**config.mk**
```make
export PLATFORM = sky130hd
export DESIGN_NAME = banked_lsu_ctrl_flat
export DESIGN_NICKNAME = d
export VERILOG_FILES = /design/src/rtl/banked_lsu_ctrl_if.sv /design/src/rtl/banked_lsu_ctrl.sv /design/src/flat_wrapper.sv
export SDC_FILE = /design/constraint.sdc
export NUM_CORES = 1
export LEC_CHECK = 0
export CAP_MARGIN = 5
export CORE_MARGIN = 2
export CORE_UTILIZATION = 45
export DETAILED_ROUTE_END_ITERATION = 10
export GPL_TIMING_DRIVEN = 0
export PLACE_DENSITY = 0.84
export REMOVE_ABC_BUFFERS = 1
export SLEW_MARGIN = 20
export SYNTH_ARGS = -nofsm -noshare
export SYNTH_HDL_FRONTEND = slang
export SYNTH_SLANG_ARGS = --single-unit
```
**constraint.sdc**
```tcl
create_clock -name i_clk -period 3.8 [get_ports i_clk]
set_input_delay 0.38 -clock i_clk [delete_from_list [all_inputs] [get_ports i_clk]]
set_output_delay 0.38 -clock i_clk [all_outputs]
set_load 0.01 [all_outputs]
```
**src/rtl/banked_lsu_ctrl_if.sv**
```systemverilog
`default_nettype none
// ============================================================================
// Module   : banked_lsu_ctrl_if
// Purpose  : Request/response handshake and per-bank bus bundle for
//            banked_lsu_ctrl. The slave modport is the controller's view and
//            the master modport is the requester/memory side.
// Revision : 1.0 - initial release
// ============================================================================
interface banked_lsu_ctrl_if #(
  parameter int NUM_BANKS = 4,
  parameter int BANK_AW   = 10
);
  logic                         i_req_valid;
  logic                         o_req_ready;
  logic [31:0]                  i_addr;
  logic [31:0]                  i_wdata;
  logic                         i_wren;
  logic [1:0]                   i_size;
  logic                         i_unsigned;
  logic [NUM_BANKS*BANK_AW-1:0] o_bank_addr;
  logic [NUM_BANKS*8-1:0]       o_bank_wdata;
  logic [NUM_BANKS-1:0]         o_bank_we;
  logic [NUM_BANKS-1:0]         o_bank_re;
  logic [NUM_BANKS*8-1:0]       i_bank_rdata;
  logic                         o_rsp_valid;
  logic [31:0]                  o_rdata;
  logic                         o_err;

  modport slave (
    input  i_req_valid, i_addr, i_wdata, i_wren, i_size, i_unsigned, i_bank_rdata,
    output o_req_ready, o_bank_addr, o_bank_wdata, o_bank_we, o_bank_re,
           o_rsp_valid, o_rdata, o_err
  );

  modport master (
    output i_req_valid, i_addr, i_wdata, i_wren, i_size, i_unsigned, i_bank_rdata,
    input  o_req_ready, o_bank_addr, o_bank_wdata, o_bank_we, o_bank_re,
           o_rsp_valid, o_rdata, o_err
  );
endinterface
`default_nettype wire

```
**src/rtl/banked_lsu_ctrl.sv**
```systemverilog
`default_nettype none
// ============================================================================
// Module   : banked_lsu_ctrl
// Purpose  : Load/store controller over NUM_BANKS byte-wide banks with
//            low-order byte interleaving. One access in flight at a time:
//            stores respond one cycle after acceptance, loads three cycles.
// Options  : define LSU_MISALIGN_TRAP_EN to reject misaligned half/word
//            accesses with o_err instead of splitting them across banks.
// Revision : 1.0 - initial release
// ============================================================================
module banked_lsu_ctrl #(
  parameter int NUM_BANKS = 4,
  parameter int BANK_AW   = 10
) (
  input  wire logic          i_clk,
  input  wire logic          i_reset,
  banked_lsu_ctrl_if.slave   bus
);
  // Bank-select width and the number of address bits that matter at all.
  localparam int c_SEL_W = $clog2(NUM_BANKS);
  localparam int c_AW    = c_SEL_W + BANK_AW;

  typedef enum logic [1:0] {
    S_IDLE  = 2'd0,
    S_ISSUE = 2'd1,
    S_RDATA = 2'd2,
    S_RESP  = 2'd3
  } state_t;

  state_t                      r_state;
  state_t                      w_next;
  logic [c_AW-1:0]             r_addr;
  logic [31:0]                 r_wdata;
  logic                        r_wren;
  logic [1:0]                  r_size;
  logic                        r_unsigned;
  logic [31:0]                 r_rdata;

  logic                        w_accept;
  logic                        w_ready;
  logic                        w_rsp_valid;
  logic                        w_err;
  logic                        w_drive;
  logic                        w_bad;
  logic [2:0]                  w_nbytes;
  logic [c_SEL_W-1:0]          w_k;
  logic                        w_carry;
  logic [c_SEL_W-1:0]          w_idx;
  logic [31:0]                 w_raw;
  logic [31:0]                 w_ext;
  logic [NUM_BANKS*BANK_AW-1:0] w_bank_addr;
  logic [NUM_BANKS*8-1:0]      w_bank_wdata;
  logic [NUM_BANKS-1:0]        w_bank_we;
  logic [NUM_BANKS-1:0]        w_bank_re;
  logic                        w_unused_addr;

  // Address bits above the bank+row field wrap away by design.
  assign w_unused_addr = ^bus.i_addr[31:c_AW];
  assign w_accept      = bus.i_req_valid && (r_state == S_IDLE);

  // State register; reset aborts any access in flight.
  always_ff @(posedge i_clk or negedge i_reset) begin
    if (!i_reset) r_state <= S_IDLE;
    else          r_state <= w_next;
  end

  // Capture the request on the accepting handshake only.
  always_ff @(posedge i_clk or negedge i_reset) begin
    if (!i_reset) begin
      r_addr     <= '0;
      r_wdata    <= '0;
      r_wren     <= 1'b0;
      r_size     <= 2'b00;
      r_unsigned <= 1'b0;
    end else if (w_accept) begin
      r_addr     <= bus.i_addr[c_AW-1:0];
      r_wdata    <= bus.i_wdata;
      r_wren     <= bus.i_wren;
      r_size     <= bus.i_size;
      r_unsigned <= bus.i_unsigned;
    end
  end

  // Load result register; holds between load responses.
  always_ff @(posedge i_clk or negedge i_reset) begin
    if (!i_reset)                r_rdata <= '0;
    else if (r_state == S_RDATA) r_rdata <= w_ext;
  end

  // Access length and error classification of the registered request.
  always_comb begin
    w_nbytes = 3'd0;
    w_bad    = 1'b0;
    case (r_size)
      2'b00:   w_nbytes = 3'd1;
      2'b01:   w_nbytes = 3'd2;
      2'b10:   w_nbytes = 3'd4;
      default: w_bad    = 1'b1;
    endcase
`ifdef LSU_MISALIGN_TRAP_EN
    if ((r_size == 2'b01) && r_addr[0])            w_bad = 1'b1;
    if ((r_size == 2'b10) && (r_addr[1:0] != 2'b00)) w_bad = 1'b1;
`else
    w_bad = w_bad;
`endif
  end

  // Next-state and handshake/response outputs.
  always_comb begin
    w_next      = r_state;
    w_ready     = 1'b0;
    w_rsp_valid = 1'b0;
    w_err       = 1'b0;
    w_drive     = 1'b0;
    case (r_state)
      S_IDLE: begin
        w_ready = 1'b1;
        if (bus.i_req_valid) w_next = S_ISSUE;
      end
      S_ISSUE: begin
        if (w_bad) begin
          w_rsp_valid = 1'b1;
          w_err       = 1'b1;
          w_next      = S_IDLE;
        end else if (r_wren) begin
          w_drive     = 1'b1;
          w_rsp_valid = 1'b1;
          w_next      = S_IDLE;
        end else begin
          w_drive     = 1'b1;
          w_next      = S_RDATA;
        end
      end
      S_RDATA: w_next = S_RESP;
      S_RESP: begin
        w_rsp_valid = 1'b1;
        w_next      = S_IDLE;
      end
      default: w_next = S_IDLE;
    endcase
  end

  // Per-bank drive: bank b holds access byte k = (b - addr) mod NUM_BANKS,
  // and its row steps by one when the byte index wrapped past the last bank.
  always_comb begin
    w_bank_addr  = '0;
    w_bank_wdata = '0;
    w_bank_we    = '0;
    w_bank_re    = '0;
    w_k          = '0;
    w_carry      = 1'b0;
    for (int b = 0; b < NUM_BANKS; b++) begin
      w_k     = c_SEL_W'(b) - r_addr[c_SEL_W-1:0];
      w_carry = (c_SEL_W'(b) < r_addr[c_SEL_W-1:0]);
      if (w_drive && (32'(w_k) < 32'(w_nbytes))) begin
        w_bank_addr[b*BANK_AW +: BANK_AW] = r_addr[c_AW-1:c_SEL_W] + BANK_AW'(w_carry);
        if (r_wren) begin
          w_bank_we[b]          = 1'b1;
          w_bank_wdata[b*8 +: 8] = r_wdata[{w_k[1:0], 3'b000} +: 8];
        end else begin
          w_bank_re[b] = 1'b1;
        end
      end
    end
  end

  // Gather returned bytes in access order, then sign/zero extend.
  always_comb begin
    w_raw = '0;
    w_idx = '0;
    for (int k = 0; k < 4; k++) begin
      w_idx              = r_addr[c_SEL_W-1:0] + c_SEL_W'(k);
      w_raw[k*8 +: 8]    = bus.i_bank_rdata[{w_idx, 3'b000} +: 8];
    end
    case (r_size)
      2'b00:   w_ext = r_unsigned ? {24'd0, w_raw[7:0]}  : {{24{w_raw[7]}},  w_raw[7:0]};
      2'b01:   w_ext = r_unsigned ? {16'd0, w_raw[15:0]} : {{16{w_raw[15]}}, w_raw[15:0]};
      2'b10:   w_ext = w_raw;
      default: w_ext = '0;
    endcase
  end

  assign bus.o_req_ready  = w_ready;
  assign bus.o_rsp_valid  = w_rsp_valid;
  assign bus.o_err        = w_err;
  assign bus.o_rdata      = r_rdata;
  assign bus.o_bank_addr  = w_bank_addr;
  assign bus.o_bank_wdata = w_bank_wdata;
  assign bus.o_bank_we    = w_bank_we;
  assign bus.o_bank_re    = w_bank_re;

endmodule
`default_nettype wire

```
**src/flat_wrapper.sv**
```systemverilog
// flat-port wrapper written by rule: the top's interface ports become plain ports
module banked_lsu_ctrl_flat 
#(
  parameter int NUM_BANKS = 4,
  parameter int BANK_AW   = 10
)
  (i_clk, i_reset, bus_i_req_valid, bus_i_addr, bus_i_wdata, bus_i_wren, bus_i_size, bus_i_unsigned, bus_i_bank_rdata, bus_o_req_ready, bus_o_bank_addr, bus_o_bank_wdata, bus_o_bank_we, bus_o_bank_re, bus_o_rsp_valid, bus_o_rdata, bus_o_err);
  banked_lsu_ctrl_if #(.NUM_BANKS(NUM_BANKS), .BANK_AW(BANK_AW)) bus_i ();
  input  wire logic i_clk;
  input  wire logic i_reset;
  input wire logic [$bits(bus_i.i_req_valid)-1:0] bus_i_req_valid;
  input wire logic [$bits(bus_i.i_addr)-1:0] bus_i_addr;
  input wire logic [$bits(bus_i.i_wdata)-1:0] bus_i_wdata;
  input wire logic [$bits(bus_i.i_wren)-1:0] bus_i_wren;
  input wire logic [$bits(bus_i.i_size)-1:0] bus_i_size;
  input wire logic [$bits(bus_i.i_unsigned)-1:0] bus_i_unsigned;
  input wire logic [$bits(bus_i.i_bank_rdata)-1:0] bus_i_bank_rdata;
  output wire logic [$bits(bus_i.o_req_ready)-1:0] bus_o_req_ready;
  output wire logic [$bits(bus_i.o_bank_addr)-1:0] bus_o_bank_addr;
  output wire logic [$bits(bus_i.o_bank_wdata)-1:0] bus_o_bank_wdata;
  output wire logic [$bits(bus_i.o_bank_we)-1:0] bus_o_bank_we;
  output wire logic [$bits(bus_i.o_bank_re)-1:0] bus_o_bank_re;
  output wire logic [$bits(bus_i.o_rsp_valid)-1:0] bus_o_rsp_valid;
  output wire logic [$bits(bus_i.o_rdata)-1:0] bus_o_rdata;
  output wire logic [$bits(bus_i.o_err)-1:0] bus_o_err;
  assign bus_i.i_req_valid = bus_i_req_valid;
  assign bus_i.i_addr = bus_i_addr;
  assign bus_i.i_wdata = bus_i_wdata;
  assign bus_i.i_wren = bus_i_wren;
  assign bus_i.i_size = bus_i_size;
  assign bus_i.i_unsigned = bus_i_unsigned;
  assign bus_i.i_bank_rdata = bus_i_bank_rdata;
  assign bus_o_req_ready = bus_i.o_req_ready;
  assign bus_o_bank_addr = bus_i.o_bank_addr;
  assign bus_o_bank_wdata = bus_i.o_bank_wdata;
  assign bus_o_bank_we = bus_i.o_bank_we;
  assign bus_o_bank_re = bus_i.o_bank_re;
  assign bus_o_rsp_valid = bus_i.o_rsp_valid;
  assign bus_o_rdata = bus_i.o_rdata;
  assign bus_o_err = bus_i.o_err;
  banked_lsu_ctrl #(.NUM_BANKS(NUM_BANKS), .BANK_AW(BANK_AW)) u_core (.i_clk(i_clk), .i_reset(i_reset), .bus(bus_i));
endmodule
```
==> summary.md, run 1 <==
| Metric | Value |
|---|---|
| RSZ-0062 raised after global routing | no |
| CP arrival | 3.21 ns |
| Max-slew violation count | 0 |
| Fill cells | 955 |
| Vias in the first global route | 5164 |
| Pre-CTS WS | -1.491 ns |
| Worst-path clk slew | 0.06 ns |
| Worst-Skew Late Latency | 0.33 ns |
| Final Util | 0.6547 |
| CTS Sinks | 82 |
| First-pass GRT wire length | 26480 um |
| Placed insts | 864 |
| CP Max Fanout | 17 |
| Max cap viols | 0 |
| CP Cell Sequence | nand2_1 -> ha_1 -> o21ba_1 -> o22ai_1 -> nand3_2 -> nor2b_1 -> clkdlybuf4s50_1 |
| Row count | 41 |
| Grt total ovfl | 0 |
| FF+latch count, synth | 82 |
| Max-slew headroom | 0.4511 |
| Critical Path Start Type | flip-flop |
| CP endpoint kind | output pin |
| Vias | 5184 |
| Nets | 828 |
| R2R depth | 8 |
| Die area | 13520 um2 |
| Hold Violations, Final | 0 |
| WP data required | 3.42 ns |
| Post-Syn Instances | 534 |
| Tcrit/Tclk final | 0.9450 |
| Number of remaining DRC errors | 0 |
| Internal reg-to-reg setup slack | 1.25 ns |
| Sequential area share after synthesis | 0.3618 |
| First drt pass iteration count | 5 |
| 1st-iter DRT viols | 389 |
| Area growth, synth to finish | 43.90% |
| CP max-delay cell | dfrtp_1 |
| CTS max path bufs | 2 |
| Setup_tns | 0 ns |
| Critical Path Max Stage Delay | 0.72 ns |
| Status | complete, no violations |
| Post-route cell area | 8162 um2 |
| LEAKAGE | 3.203 nW |
| Min Clock Period, post-route | 3.591 ns |
| Final total power | 7.093 mW |
| Dpl hpwl | 12030 um |
| CP startpoint | u_core.r_size[0]$_DFFE_PN0P_ |
| Num CTS Buffers | 9 |
| Routed WL | 17130 um |
| Area after DPL | 7741 um2 |
| Die Y | 116.3 um |
| Post-route antenna net violation count | 0 |
| Die W | 116.3 um |
| # diodes | 0 |
| Initial antenna violation count | 0 |
| Number of H-tree levels | 3 |
| Final setup vio count | 0 |
| Routability Congestion | 0.8956 |
| Hold crit path type | in -> async |
| Initial core utilization | 0.4550 |
| FMAX | 278.5 MHz |
| Synth unique cells | 42 |
| Core Region | 12470 um2 |
| VDD IR max | 0.3673 mV |
| Avg Cell Area, Syn | 10.62 um2 |
| Worst r2r src | u_core.r_addr[0]$_DFFE_PN0P_ |
| WS Path Type | reg -> out |
| IO Pins | 218 |
| Wire per inst | 19.27 um |
| Clock skew | 0.009087 ns |
| Layout cell share with drive strength beyond 1 | 0.1088 |
| CTS tree | done |
| Detail-routed via count per cell | 5.831 |
| WHS | 0.008198 ns |
| Worst R2R End | u_core.bus.o_rdata[29]$_DFFE_PN0P_ |
| Cell chosen for the clock root | clkbuf_16 |
| Setup ws final | 0.2088 ns |
| Slew @ Worst Pin | 0.8215 ns |
| Largest net degree at the start of global routing | 48 |
| Port Buffers | 197 |
| Warnings from Yosys | 0 |
| Total GRT Usage | 0.2549 |
| Mapped Area | 5672 um2 |
| Cell Pwr Density | 869.0 nW/um2 |
| Non-Filler Instances | 889 |
worst max-delay path by stage:
| stage | to | cells past startpoint |
|---|---|---|
| after floorplan | bus_o_bank_wdata[16] | 8 |
| after global routing | bus_o_bank_wdata[4] | 7 |
| after CTS | bus_o_bank_wdata[12] | 4 |
| after detailed placement | bus_o_bank_wdata[22] | 9 |
| after global placement | bus_o_bank_wdata[20] | 9 |
| final | bus_o_bank_wdata[4] | 7 |
critical path: cells and delay by family (launching register included):
kind / cells / cell delay, ns
fa+ha+maj: 1 / 0.26
buf+inv: 1 / 0.57
compound gates: 2 / 0.49
flops: 1 / 0.72
simple gates: 3 / 0.84
cells by family after synthesis:
group,Yosys count,synth area share
simple gates,170,0.1467
buf+inv,54,0.04368
compound gates,80,0.1026
flops,82,0.3618
fa+ha+maj,12,0.02647
xor+xnor,22,0.03397
mux,114,0.2848
state kept, by name, summed over array words and instances, names as in the netlist, named ones only:
name and count:
u_core.r_wdata 32, u_core.r_unsigned 1, u_core.r_wren 1, u_core.r_addr 12
u_core.bus.o_rdata 32, u_core.r_size 2, u_core.r_state 1
power breakdown:
part | switching (mW) | internal (mW) | leakage [nW]
Combinational | 1.98 | 2.43 | 2.08
Clock | 0.337 | 0.455 | 0.128
Sequential | 0.584 | 1.31 | 0.998
Total | 2.90 | 4.19 | 3.20
cells in the mapped netlist:
cell,n,area share
mux2_1,45,0.089
xor2_1,8,0.012
ha_1,12,0.026
buf_2,15,0.013
o21ai_0,2,0.0018
dfrtp_1,82,0.36
nand2b_1,4,0.0044
a221o_1,16,0.028
buf_1,2,0.0013
a21boi_1,1,0.0013
buf_6,2,0.0040
xnor2_1,14,0.022
nand2_1,46,0.030
mux2i_1,35,0.062
a32o_1,7,0.012
o21a_1,1,0.0013
and3b_1,1,0.0015
nor2_1,41,0.027
inv_2,4,0.0026
nand4_1,2,0.0022
o211ai_1,2,0.0026
and4_4,1,0.0020
nor3_1,4,0.0035
buf_8,1,0.0026
o21ba_2,1,0.0018
o22ai_1,25,0.028
nor2b_1,37,0.041
a22o_1,2,0.0031
clkbuf_1,22,0.015
nand3_1,13,0.011
o21bai_1,2,0.0026
or3_1,3,0.0033
inv_1,8,0.0053
o21ba_1,1,0.0018
and3_1,6,0.0066
mux2_4,1,0.0026
nor4_1,1,0.0011
a21oi_1,6,0.0053
o21ai_1,13,0.011
a22oi_1,1,0.0013
and2_1,11,0.012
mux4_2,33,0.13
cell type report:
cell class	count	area, um2	area share
Clock buffer	12	246.5	0.03020
Clock inverter	3	17.52	0.002146
Inverter	12	48.80	0.005979
Multi-Input combinational cell	398	3427	0.4199
Sequential cell	82	2059	0.2523
Tap cell	172	215.2	0.02637
Timing Repair Buffer	210	2147	0.2631
placed cells by master, fill, tap and decap left out, types with 3 or more instances in the layout:
cell             count
a32o_1               7
a221o_1             16
nor2_1              41
clkdlybuf4s50_1    196
clkbuf_16            9
nand2b_1             3
mux2i_1             35
and2_1              10
nor2b_1             37
nand3_1             11
o22ai_1             24
a21oi_1              4
nand2_1             46
buf_4                6
inv_2                4
o21ai_1             13
ha_1                11
mux4_2              33
or3_1                3
nor3_1               4
mux2_1              45
inv_1                7
xnor2_1             14
xor2_1               8
and3_1               6
dfrtp_1             80
routing by layer:
| layer | share of wire | global-route usage | vias to the layer above |
|---|---|---|---|
| met5 | 0 | 0 | - |
| met4 | 0.025 | 0.1238 | 0 |
| met3 | 0.091 | 0.06850 | 39 |
| met2 | 0.49 | 0.4163 | 265 |
| met1 | 0.39 | 0.3147 | 2555 |
| li1 | - | - | 2325 |
timing repair:
item	in CTS	in global routing
gates resized for setup	8	1
gates cloned	0	0
hold endpoints to repair	0	0
pin swaps	1	1
hold buffers	0	0
setup buffers	8	1
setup endpoints to repair	79	8
Note: power is estimated with default switching activity, not from simulation.
==> run 2: changes to the inputs <==
--- a/config.mk
+++ b/config.mk
@@ -8,6 +8,7 @@
 export CAP_MARGIN = 5
 export CORE_MARGIN = 2
 export CORE_UTILIZATION = 45
+export CTS_CLUSTER_DIAMETER = 150
 export DETAILED_ROUTE_END_ITERATION = 10
 export GPL_TIMING_DRIVEN = 0
 export PLACE_DENSITY = 0.84
==> results of run 2 <==
Same layout as run 1: the final DEF is identical, and so are final timing and power.
==> run 3: changes to the inputs <==
--- a/config.mk
+++ b/config.mk
@@ -5,13 +5,14 @@
 export SDC_FILE = /design/constraint.sdc
 export NUM_CORES = 1
 export LEC_CHECK = 0
+export ABC_AREA = 1
 export CAP_MARGIN = 5
 export CORE_MARGIN = 2
-export CORE_UTILIZATION = 45
+export CORE_UTILIZATION = 41
 export CTS_CLUSTER_DIAMETER = 150
 export DETAILED_ROUTE_END_ITERATION = 10
 export GPL_TIMING_DRIVEN = 0
-export PLACE_DENSITY = 0.84
+export PLACE_DENSITY = 0.77
 export REMOVE_ABC_BUFFERS = 1
 export SLEW_MARGIN = 20
 export SYNTH_ARGS = -nofsm -noshare
==> constraint.sdc (replaced) <==
create_clock -name i_clk -period 3.1 [get_ports i_clk]
set_input_delay 0.31 -clock i_clk [delete_from_list [all_inputs] [get_ports i_clk]]
set_output_delay 0.31 -clock i_clk [all_outputs]
set_load 0.01 [all_outputs]
==> run 3 against run 2 <==
Sequential share of layout area decreased by 0.86 points. Synthesized cell count increased by 69%. Non-clock buffer count increased by 11. Global-route usage increased by 0.68 points. Final cell count increased by 42%. Critical path type unchanged. Critical endpoint is now bus_o_bank_wdata[27].
==> summary.md, run 3 <==
| Metric | Value |
|---|---|
| Fill cells | 1318 (+38%) |
| Row count | 43 (+4.9%) |
| Die Y | 123.5 um (+6.3%) |
| Commonest non-fill, non-tap cell in the layout | nand2_1 |
| Asr flop ratio synth | 1.000 (unchanged) |
| Status | complete, no violations |
| Commonest non-fill, non-tap cells in the layout | nand2_1, nor2_1, clkdlybuf4s50_1 |
| Worst-Skew Late Latency | 0.33 ns (about the same) |
| CP endpoint kind | output pin |
| Port Buffers | 197 (unchanged) |
| Post-synth EDFFs | 0 (unchanged) |
| Top-count cell post-synth | nand2_1 |
| WS Path Type | reg -> out |
| CP max-delay cell | clkdlybuf4s50_1 |
| Max-slew violation count | 0 (unchanged) |
| Avg Cell Area, Syn | 6.510 um2 (-39%) |
| Critical Path Max Stage Delay | 0.56 ns (-0.16 ns) |
| Critical Path Start Type | flip-flop |
| Final total power | 9.247 mW (+30%) |
| Die area | 15260 um2 (+13%) |
| Cell Pwr Density | 1094 nW/um2 (+26%) |
| Routability Congestion | 0.8410 (-6.1%) |
| Synth top area share | 0.3502 (-0.01159) |
| Synth unique cells | 25 (-40%) |
| Hold Violations, Final | 0 (unchanged) |
| Layout cell share with drive strength beyond 1 | 0.1001 (-0.008694) |
| First-pass GRT wire length | 30970 um (+17%) |
| Dpl hpwl | 12680 um (+5.4%) |
| Register area | 2061 um2 (about the same) |
| Num CTS Buffers | 9 (unchanged) |
| VDD IR max | 0.4431 mV (+21%) |
| First drt pass iteration count | 5 (unchanged) |
| Routed WL | 20400 um (+19%) |
| Max-slew headroom | 0.5073 (+0.05619) |
| Cell chosen for the clock root | clkbuf_16 |
| Number of remaining DRC errors | 0 (unchanged) |
| Buf/Inv on CP | 3 (+2) |
| Slew @ Worst Pin | 0.7382 ns (-0.08327 ns) |
| FF+latch count, synth | 82 (unchanged) |
| # diodes | 0 (unchanged) |
| Number of H-tree levels | 3 (unchanged) |
| CP Cell Sequence | nand2_1 -> ha_1 -> inv_1 -> a21oi_1 -> o21ai_4 -> buf_8 -> nor2_1 -> clkdlybuf4s50_1 |
| Tcrit/Tclk final | 0.9907 |
| Initial core utilization | 0.4205 (-0.03449) |
| Delay-heaviest family, CP | buffers and inverters |
| Worst-path clk slew | 0.06 ns (about the same) |
| Core Region | 13930 um2 (+12%) |
| Nets | 1191 (+44%) |
| 1st-iter DRT viols | 549 (+41%) |
| RSZ-0062 raised after global routing | yes |
| Sequential area share after synthesis | 0.3502 (-0.01159) |
| Post-Syn Instances | 900 (+69%) |
| Largest net degree at the start of global routing | 68 (+42%) |
| FMAX | 325.6 MHz |
| Area after DPL | 7884 um2 (+1.8%) |
| Ys flop type | dfrtp_1 |
| Multi-input logic area | 3423 um2 (-0.11%) |
| CP arrival | 2.76 ns (-0.45 ns) |
| LEAKAGE | 4.172 nW (+30%) |
| Grt total ovfl | 0 (unchanged) |
| Max cap viols | 0 (unchanged) |
| Clock skew | 0.008917 ns (-0.0001697 ns) |
| Post-route antenna net violation count | 0 (unchanged) |
| IO Pins | 218 (unchanged) |
| Warnings from Yosys | 0 (unchanged) |
| Initial antenna violation count | 1 (+1) |
| WP data required | 2.79 ns (-0.63 ns) |
| CTS Sinks | 82 (unchanged) |
| Synth top cells by count | nand2_1, nor2_1, nand3_1, dfrtp_1, inv_1 |
| Top cell type by total area after synthesis | dfrtp_1 |
| Die W | 123.5 um (+6.3%) |
| Min Clock Period, post-route | 3.071 ns |
| CTS tree | done |
| Vias in the first global route | 6174 (+20%) |
| Detail-routed via count per cell | 5.299 (-9.1%) |
| Total GRT Usage | 0.2617 (+0.006787) |
| Post-route cell area | 8454 um2 (+3.6%) |
| CTS max path bufs | 2 (unchanged) |
| Mapped Area | 5859 um2 (+3.3%) |
| Wire per inst | 16.21 um (-16%) |
| Hold crit path type | in -> async |
| Synth area leaders | dfrtp_1, nand2_1, nor2_1 |
| CP Max Fanout | 11 (-6) |
| Area growth, synth to finish | 44.29% |
| Final setup vio count | 0 (unchanged) |
| Vias | 6672 (+29%) |
run 3: cell count changes after synthesis, sizes merged, moves of 16 or more:
cell,delta
mux2i,-35
nand2,+192
buf,+23
nand3,+114
inv,+38
a21oi,+30
o21ai,+62
mux4,-33
o22ai,-25
nor2b,-37
nor2,+148
mux2,-29
a221o,-16
run 3: cell families (layout without fill, tap and decap cells):
kind of cell    count (synthesis)  count (layout)  share of synthesized area
mux                            17              17                    0.03267
simple gates                  556             558                     0.3961
buf+inv                       110             287                    0.08435
xor+xnor                        9               9                    0.01345
fa+ha+maj                      12              12                    0.02562
flops                          82              82                     0.3502
compound gates                114             114                    0.09759
run 3: worst register-to-register path, stage by stage (launching register included):
cell and delay [ns]:
dfrtp_4 0.51, buf_12 0.16, inv_16 0.12, ha_4 0.19, buf_4 0.16, buf_4 0.27
clkinvlp_2 0.65, nand3_2 0.35, nand3_4 0.26, nand3_1 0.17, nand2_1 0.06, nand2_1 0.09
run 3: routing by layer:
layer | up-vias | part of all wire | GRT usage
met3 | 40 | 0.080 | 0.04843
met2 | 318 | 0.47 | 0.4251
met5 | - | 0.00064 | 0
li1 | 3251 | - | -
met1 | 3061 | 0.43 | 0.3528
met4 | 2 | 0.021 | 0.08381
run 3: final timing paths:
| check | endpoint | startpoint | slack (ns) | cells past startpoint |
|---|---|---|---|---|
| setup reg to reg | u_core.bus.o_rdata[25]$_DFFE_PN0P_ | u_core.r_addr[0]$_DFFE_PN0P_ | 0.05 | 11 |
| hold / removal | u_core.bus.o_rdata[19]$_DFFE_PN0P_ | i_reset | 0.47 | 2 |
| setup / recovery | bus_o_bank_wdata[27] | u_core.r_size[0]$_DFFE_PN0P_ | 0.03 | 8 |
| max in group asynchronous | u_core.r_addr[1]$_DFFE_PN0P_ | i_reset | 1.98 | 3 |
| hold reg to reg | u_core.bus.o_rdata[22]$_DFFE_PN0P_ | u_core.bus.o_rdata[22]$_DFFE_PN0P_ | 0.48 | 2 |
| min in group i_clk | u_core.bus.o_rdata[22]$_DFFE_PN0P_ | u_core.bus.o_rdata[22]$_DFFE_PN0P_ | 0.48 | 2 |
run 3: area by class of cell:
type	count	area share
inverter	50	0.02546
timing repair buffer	221	0.2612
sequential	82	0.2437
clock buffer	11	0.02871
multi-input combinational	710	0.4049
tap	180	0.02664
timing repair inverter	2	0.001628
clock inverter	3	0.007696
run 3: repair_timing:
item / CTS / global route
gates resized for setup: 64 / 37
setup endpoints to repair: 104 / 46
buffers inserted: 12 / 2
hold buffers: 1 / 0
endpoints found under the hold margin: 32 / 0
gates cloned: 6 / 1
pin swaps: 3 / 4
run 3: metrics by stage:
step                hold slack, ns  setup WS [ns]  setup TNS, ns  cells  utilization
floorplan                  0.01441         -2.031         -88.06    840            -
global placement            0.4627         -5.232        -417.57   1217       0.5562
detailed placement          0.2979         -2.349        -119.91   1223       0.5658
CTS                         0.4786      -0.005010      -0.005010   1256       0.6055
global route                0.4965       -0.08065        -0.7933   1259       0.6067
finish                      0.4736        0.02881              0   1259       0.6067
run 3: report_power, final:
part | switching [mW] | internal [mW] | total (mW) | leakage (nW)
Sequential | 0.381 | 1.55 | 1.93 | 0.978
Clock | 0.419 | 0.718 | 1.14 | 0.151
Combinational | 3.73 | 2.45 | 6.18 | 3.04
